File: config.mk
export PLATFORM = sky130hd
export DESIGN_NAME = dmem_ctrl
export DESIGN_NICKNAME = d
export VERILOG_FILES = /design/src/rtl/dmem_ctrl.sv
export SDC_FILE = /design/constraint.sdc
export NUM_CORES = 1
export LEC_CHECK = 0
export BUFFER_PORTS_ARGS = -buffer_cell sky130_fd_sc_hd__buf_2
export CORE_MARGIN = 5
export CORE_UTILIZATION = 50
export DETAILED_ROUTE_END_ITERATION = 6
export PLACE_DENSITY = 0.85
export SLEW_MARGIN = 20
export SYNTH_ARGS = -nofsm -noshare
export SYNTH_HDL_FRONTEND = slang
export SYNTH_SLANG_ARGS = --single-unit
File: constraint.sdc
create_clock -name clk -period 9.1 [get_ports clk]
set_clock_uncertainty 0.2 [all_clocks]
set_input_delay 1.82 -clock clk [delete_from_list [all_inputs] [get_ports clk]]
set_output_delay 1.82 -clock clk [all_outputs]
set_load 0.02 [all_outputs]
File: src/rtl/dmem_ctrl.sv
// Data-memory access controller: A/B arbitration, sub-word RMW, registered responses.
// Optional DMEM_CTRL_ERR_EN enables out-of-range error reporting on err outputs.
module dmem_ctrl #(
    parameter int ADDR_WIDTH = 32,
    parameter int DATA_WIDTH = 32,
    parameter int MEM_WORDS  = 1024,
    parameter int MAX_WAIT   = 8
) (
    input  logic                    clk,
    input  logic                    rst_i,
    input  logic                    a_req_i,
    input  logic                    a_we_i,
    input  logic [ADDR_WIDTH-1:0]   a_addr_i,
    input  logic [DATA_WIDTH-1:0]   a_wd_i,
    input  logic [DATA_WIDTH/8-1:0] a_be_i,
    output logic                    a_gnt_o,
    output logic                    a_rvalid_o,
    output logic [DATA_WIDTH-1:0]   a_rdata_o,
    output logic                    a_err_o,
    input  logic                    b_req_i,
    input  logic                    b_we_i,
    input  logic [ADDR_WIDTH-1:0]   b_addr_i,
    input  logic [DATA_WIDTH-1:0]   b_wd_i,
    input  logic [DATA_WIDTH/8-1:0] b_be_i,
    output logic                    b_gnt_o,
    output logic                    b_rvalid_o,
    output logic [DATA_WIDTH-1:0]   b_rdata_o,
    output logic                    b_err_o,
    output logic                    mem_we_o,
    output logic [ADDR_WIDTH-1:0]   mem_addr_o,
    output logic [DATA_WIDTH-1:0]   mem_wd_o,
    input  logic [DATA_WIDTH-1:0]   mem_rd_i
);

    localparam int BW = DATA_WIDTH / 8;
    localparam int CW = $clog2(MAX_WAIT + 1);
    localparam logic [CW-1:0] WAIT_MAX = CW'(MAX_WAIT);
    localparam logic [ADDR_WIDTH:0] LIMIT = (ADDR_WIDTH + 1)'(MEM_WORDS * 4);

    typedef enum logic {IDLE, RMW_WR} state_t;

    state_t                state_q, state_d;
    logic [CW-1:0]         wait_q;
    logic [DATA_WIDTH-1:0] cap_rd_q, cap_wd_q;
    logic [BW-1:0]         cap_be_q;
    logic [ADDR_WIDTH-1:0] cap_addr_q;
    logic                  cap_port_q;

    logic                  win_b, w_we, oor, partial;
    logic [ADDR_WIDTH-1:0] w_addr;
    logic [DATA_WIDTH-1:0] w_wd, merged;
    logic [BW-1:0]         w_be;
    logic                  resp_v, resp_port;
    logic [DATA_WIDTH-1:0] resp_data;
`ifdef DMEM_CTRL_ERR_EN
    logic                  resp_err;
`endif

    always_comb begin
        a_gnt_o    = 1'b0;
        b_gnt_o    = 1'b0;
        state_d    = state_q;
        mem_we_o   = 1'b0;
        mem_addr_o = '0;
        mem_wd_o   = '0;
        partial    = 1'b0;
        resp_v     = 1'b0;
        resp_port  = 1'b0;
        resp_data  = '0;
`ifdef DMEM_CTRL_ERR_EN
        resp_err   = 1'b0;
`endif
        // B overrides A only once it has waited MAX_WAIT cycles
        win_b  = b_req_i && (!a_req_i || wait_q == WAIT_MAX);
        w_we   = win_b ? b_we_i   : a_we_i;
        w_addr = win_b ? b_addr_i : a_addr_i;
        w_wd   = win_b ? b_wd_i   : a_wd_i;
        w_be   = win_b ? b_be_i   : a_be_i;
        oor    = {1'b0, w_addr} >= LIMIT;
        merged = cap_rd_q;
        for (int i = 0; i < BW; i++) begin
            if (cap_be_q[i]) merged[8*i +: 8] = cap_wd_q[8*i +: 8];
        end
        if (!rst_i) begin
            unique case (state_q)
                IDLE: begin
                    if (a_req_i || b_req_i) begin
                        a_gnt_o    = !win_b;
                        b_gnt_o    = win_b;
                        mem_addr_o = {w_addr[ADDR_WIDTH-1:2], 2'b00};
                        if (w_we && !oor && &w_be) begin
                            mem_we_o = 1'b1;
                            mem_wd_o = w_wd;
                        end
                        partial = w_we && !oor && |w_be && !(&w_be);
                        if (partial) begin
                            state_d = RMW_WR;
                        end else begin
                            resp_v    = 1'b1;
                            resp_port = win_b;
                            resp_data = (!w_we && !oor) ? mem_rd_i : '0;
`ifdef DMEM_CTRL_ERR_EN
                            resp_err  = oor;
`endif
                        end
                    end
                end
                RMW_WR: begin
                    mem_we_o   = 1'b1;
                    mem_addr_o = cap_addr_q;
                    mem_wd_o   = merged;
                    state_d    = IDLE;
                    resp_v     = 1'b1;
                    resp_port  = cap_port_q;
                end
            endcase
        end
    end

    always_ff @(posedge clk or posedge rst_i) begin
        if (rst_i) begin
            state_q    <= IDLE;
            wait_q     <= '0;
            cap_rd_q   <= '0;
            cap_wd_q   <= '0;
            cap_be_q   <= '0;
            cap_addr_q <= '0;
            cap_port_q <= 1'b0;
            a_rvalid_o <= 1'b0;
            a_rdata_o  <= '0;
            b_rvalid_o <= 1'b0;
            b_rdata_o  <= '0;
        end else begin
            state_q <= state_d;
            if (!b_req_i || b_gnt_o) begin
                wait_q <= '0;
            end else if (state_q == IDLE && wait_q != WAIT_MAX) begin
                wait_q <= wait_q + CW'(1);
            end
            if (partial) begin
                cap_rd_q   <= mem_rd_i;
                cap_wd_q   <= w_wd;
                cap_be_q   <= w_be;
                cap_addr_q <= {w_addr[ADDR_WIDTH-1:2], 2'b00};
                cap_port_q <= win_b;
            end
            a_rvalid_o <= resp_v && !resp_port;
            b_rvalid_o <= resp_v && resp_port;
            if (resp_v && !resp_port) a_rdata_o <= resp_data;
            if (resp_v && resp_port)  b_rdata_o <= resp_data;
        end
    end

`ifdef DMEM_CTRL_ERR_EN
    logic a_err_q, b_err_q;

    always_ff @(posedge clk or posedge rst_i) begin
        if (rst_i) begin
            a_err_q <= 1'b0;
            b_err_q <= 1'b0;
        end else begin
            if (resp_v && !resp_port) a_err_q <= resp_err;
            if (resp_v && resp_port)  b_err_q <= resp_err;
        end
    end

    assign a_err_o = a_err_q;
    assign b_err_o = b_err_q;
`else
    assign a_err_o = 1'b0;
    assign b_err_o = 1'b0;
`endif

endmodule

# Word level (Yosys, flattened, before mapping)
# Cells that the tools add are included.
# totals
output_inout_bits,135
register_bits,170
wordCells,84
# op_classes
n_lt_le_gt_ge,1
add_sub_neg,1
mux,46
eq_ne,2
bitwise_logic,1
reduce_logical,22
# ops
op,n
$mux W32,12
$pmux W32 S2,2
$ge A32 B13 Y1 const B,1
$mux W8,4
$mux W1,21
$mux W4,3
$logic_and A1 B1 Y1,9
$pmux W1 S2,4
$logic_not A1 Y1,7
$add A4 B1 Y4 const B,1
$eq A4 B4 Y1 const B,1
$ne A4 B4 Y1 const B,1
$reduce_and A4 Y1,1
$reduce_or A4 Y1,1
$logic_or A1 B1 Y1,3
$reduce_bool A2 Y1,1
$not A1 Y1,1

# Longest topological paths before layout
# logic_depth
depth_word,15
depth_mapped,9

# Worst setup path before layout
# OpenSTA, ideal clock, no wires.
# synth_path
path_type,input-to-output
startpoint,in rst_i
endpoint,out mem_wd_o[10]
cell_stages,4
slack_ns,0.366
t_arrival_ns,6.714
cell_sequence,inv_1 nand2_1 clkbuf_1 o22ai_1
# synth_between
elab_chain_len,1
# synth_lines
item,line_no,rtl
from (decl),10,"input logic rst_i,"
$mux W32,84,if (!rst_i) begin
to (decl),31,"output logic [DATA_WIDTH-1:0] mem_wd_o,"
# No other way between the ends.

# Worst setup path in the final report
# layout_path
startpoint,in b_req_i
endpoint,out mem_wd_o[8]
# layout_between
elab_chain_len,10
# layout_lines
item,line_no,rtl
from (decl),20,"input logic b_req_i,"
$logic_and A1 B1 Y1,74,win_b = b_req_i && (!a_req_i || wait_q == WAIT_MAX);
$mux W32,76,w_addr = win_b ? b_addr_i : a_addr_i;
$ge A32 B13 Y1,79,"oor = {1'b0, w_addr} >= LIMIT;"
$logic_not A1 Y1,91,if (w_we && !oor && &w_be) begin
$logic_and A1 B1 Y1 (2 in series),91,
$mux W32,91,
$mux W32 (*),87,if (a_req_i || b_req_i) begin
$pmux W32 S2 (*),85,unique case (state_q)
$mux W32 (*),84,
# Every way passes the cells marked *; elsewhere a longest branch is shown, timed or not.

==> summary.md <==
| Metric | Value |
|---|---|
| Outcome | `completed` |
| Starting density of the core | `50.4%` |
| Most frequent cells in the layout | `300 x buf_2, 170 x dfrtp_1, 116 x mux2i_1, 46 x mux2_4, 42 x a22o_1` |
| Core area | `17,100 um^2` |
| Hold Vio Cnt, Final | `0` |
| Synth Instances | `714` |
| CTS resizes | `0` |
| Pwr per Cell Area | `152 nW/um^2` |
| Largest net degree at the start of global routing | `94` |
| Die area | `20,000 um^2` |
| Crit path largest cell delay | `0.54 ns` |
| Final Power | `0.00165 W` |
| CP Cell Sequence | `buf_2 -> inv_1 -> a21oi_4 -> buf_4 -> nor3_1 -> o211ai_1 -> buf_4 -> o22ai_1 -> buf_2` |
| Final net count | `1,166` |
| Initial antenna violation count | `0` |
| Post-synthesis cell type count | `43` |
| Share of layout cells above drive strength 1 | `45.2%` |
| Clock sink count | `170` |
| Diode count | `0` |
| Clk pin slew, worst setup/hold paths | `0.07 ns` |
| Max-slew headroom at the worst pin | `27.6%` |
| WHS | `0.287 ns` |
| Most common cell after layout, fill and taps aside | `buf_2` |
| Total number of vias | `6,809` |
| Layout area overhead | `25.8%` |
| Grt ovf | `0` |
| Syn Std Cell Area | `8630 um^2` |
| Initial DRT Pass Iterations | `4` |
| Via/cell ratio | `5.54` |
| GPL Wtd Cong | `0.894` |
| Maximum vdd drop | `0.000129 V` |
| Bufs and invs on worst path | `5` |
| Worst skew pair latency | `0.42 ns` |
| Worst Path Max Fanout | `39` |
| Post-DP HPWL | `16.9 mm` |
| Delay-heaviest family, CP | `buffers and inverters` |
| Tot GR Track Use | `23.8%` |
| Synth area leaders | `dfrtp_1 49%, mux2i_1 13%, mux2_4 8.0%` |
| Sequential-to-total area share from yosys stat | `49.3%` |
| CTS tree | `yes` |
| Worst Hold Class | `reg2reg` |
| Leakage power | `6.07 nW` |
| Post-synth EDFFs | `0` |
| Slew @ Worst Pin | `1.08 ns` |
| Required @ worst endpoint | `7.08 ns` |
| Reported max-cap violation count | `0` |
| CP Launch Type | `primary input` |
| Yosys top cell area share | `49.3%` |
| Crit end category | `output pin` |
| Fin. max-slew vios | `0` |
| WP data arrival | `4.00 ns` |
| Period utilisation layout | `66.2%` |
| # hold bufs at CTS | `0` |
| CTS buffer count | `17` |
| Vias in the first global route | `7,074` |
| Unrepaired setup endpoints after global routing | `false` |
| Async SR Flop Fraction | `100%` |
| Leading area contributor after synthesis | `dfrtp_1` |
| Row count | `48` |
| Setup Buffers After CTS | `0` |
| Die X | `141 um` |
| Critical path type | `in2out` |
| Die Y | `141 um` |
| Crit-path slowest cell | `buf_4` |
| DR DRC count | `0` |
| H-tree levels | `4` |
| Setup violations, final | `0` |
| First-pass GRT wire length | `37.8 mm` |
| CTS Buffer Depth | `2` |
| Final ANT Viol Nets | `0` |
| Maximum clock frequency | `0.166 GHz` |
| Dominant synthesized flop cell | `dfrtp_1` |
| DR WL/cell | `19.8 um` |
| Number of register bits inferred by synthesis | `170` |
| # port buffers | `300` |
| CTS root buf | `clkbuf_16` |
| Final wirelength | `24.3 mm` |
| Initial drt markers | `253` |
| Io pins | `309` |
| Post-Route Setup TNS | `0 ns` |
| Syn_area_per_cell | `12.1 um^2` |
| Fin crit period | `6.02 ns` |
| Ys Warns | `0` |
==> worst paths after layout <==
check	from	endpoint	slack [ns]	cells after the start
max in group asynchronous	rst_i	cap_addr_q[14]	6.01	3
setup reg to reg	wait_q[0]	cap_rd_q[31]	5.59	9
hold / removal	cap_addr_q[18]	cap_addr_q[18]	0.29	1
setup / recovery	b_req_i	mem_wd_o[8]	3.08	9
hold reg to reg	cap_addr_q[18]	cap_addr_q[18]	0.29	1
min in group asynchronous	rst_i	cap_addr_q[15]	1.42	2
==> synth_stat cells, types with 3 or more instances <==
library cell / number
a22o_1: 42
a31o_2: 31
and2_1: 22
and3_1: 33
buf_1: 4
buf_2: 18
buf_4: 7
buf_6: 6
clkbuf_1: 22
dfrtp_1: 170
inv_1: 40
mux2_2: 15
mux2_4: 46
mux2i_1: 116
nand2_1: 28
nand3_1: 4
nand4_1: 4
nor2_1: 14
nor4_1: 5
nor4_4: 3
o21ai_0: 21
o22ai_1: 32
or4_1: 3
==> where the power goes <==
group	internal, W	switching (W)	total, W
Clock	0.000420	0.000321	0.000741
Sequential	0.000757	0.00000122	0.000758
Combinational	0.0000611	0.0000947	0.000156
Total	0.00124	0.000417	0.00165
==> final cells by class <==
type,count,area (um^2)
Inverter,40,155
Clock buffer,19,443
Clock inverter,13,156
Tap cell,225,282
Fill cell,1337,6250
Multi-Input combinational cell,450,3970
Timing Repair Buffer,311,1610
Sequential cell,170,4250
==> routing by layer <==
layer,track usage [%],vias up,share of wire (%)
met4,8.28,0,2.2
met3,5.22,36,6.5
met2,39.4,242,49
met5,0,-,0
li1,-,3154,-
met1,31.2,3377,42
==> state kept, by name, indices dropped and copies added (netlist names), 4 cells and up <==
name,flops
cap_be_q,4
a_rdata_o,32
wait_q,4
b_rdata_o,32
cap_addr_q,30
cap_rd_q,32
cap_wd_q,32
==> kinds of logic after synthesis <==
kind of cell	Yosys count	share of synthesized area, %
other	1	0.0434
buffers and inverters	97	5.30
adder cells (fa/ha/maj)	2	0.290
XOR/XNOR	3	0.304
multiplexers	177	23.4
AO/OA/AOI/OAI	140	12.8
flip-flops	170	49.3
AND/OR/NAND/NOR	124	8.61
==> per-stage QoR <==
step                      instance area [um^2]  setup WS, ns  util (%)  std cells
after CTS                                10800          3.05      63.3       1227
after global routing                     10900          2.89      63.5       1228
after global placement                   10200          3.07      59.8       1195
final                                    10900          3.08      63.5       1228
after detailed placement                 10200          3.06      59.8       1195
after floorplan                           8650         0.366         -        717
Note: power is estimated with default switching activity, not from simulation.
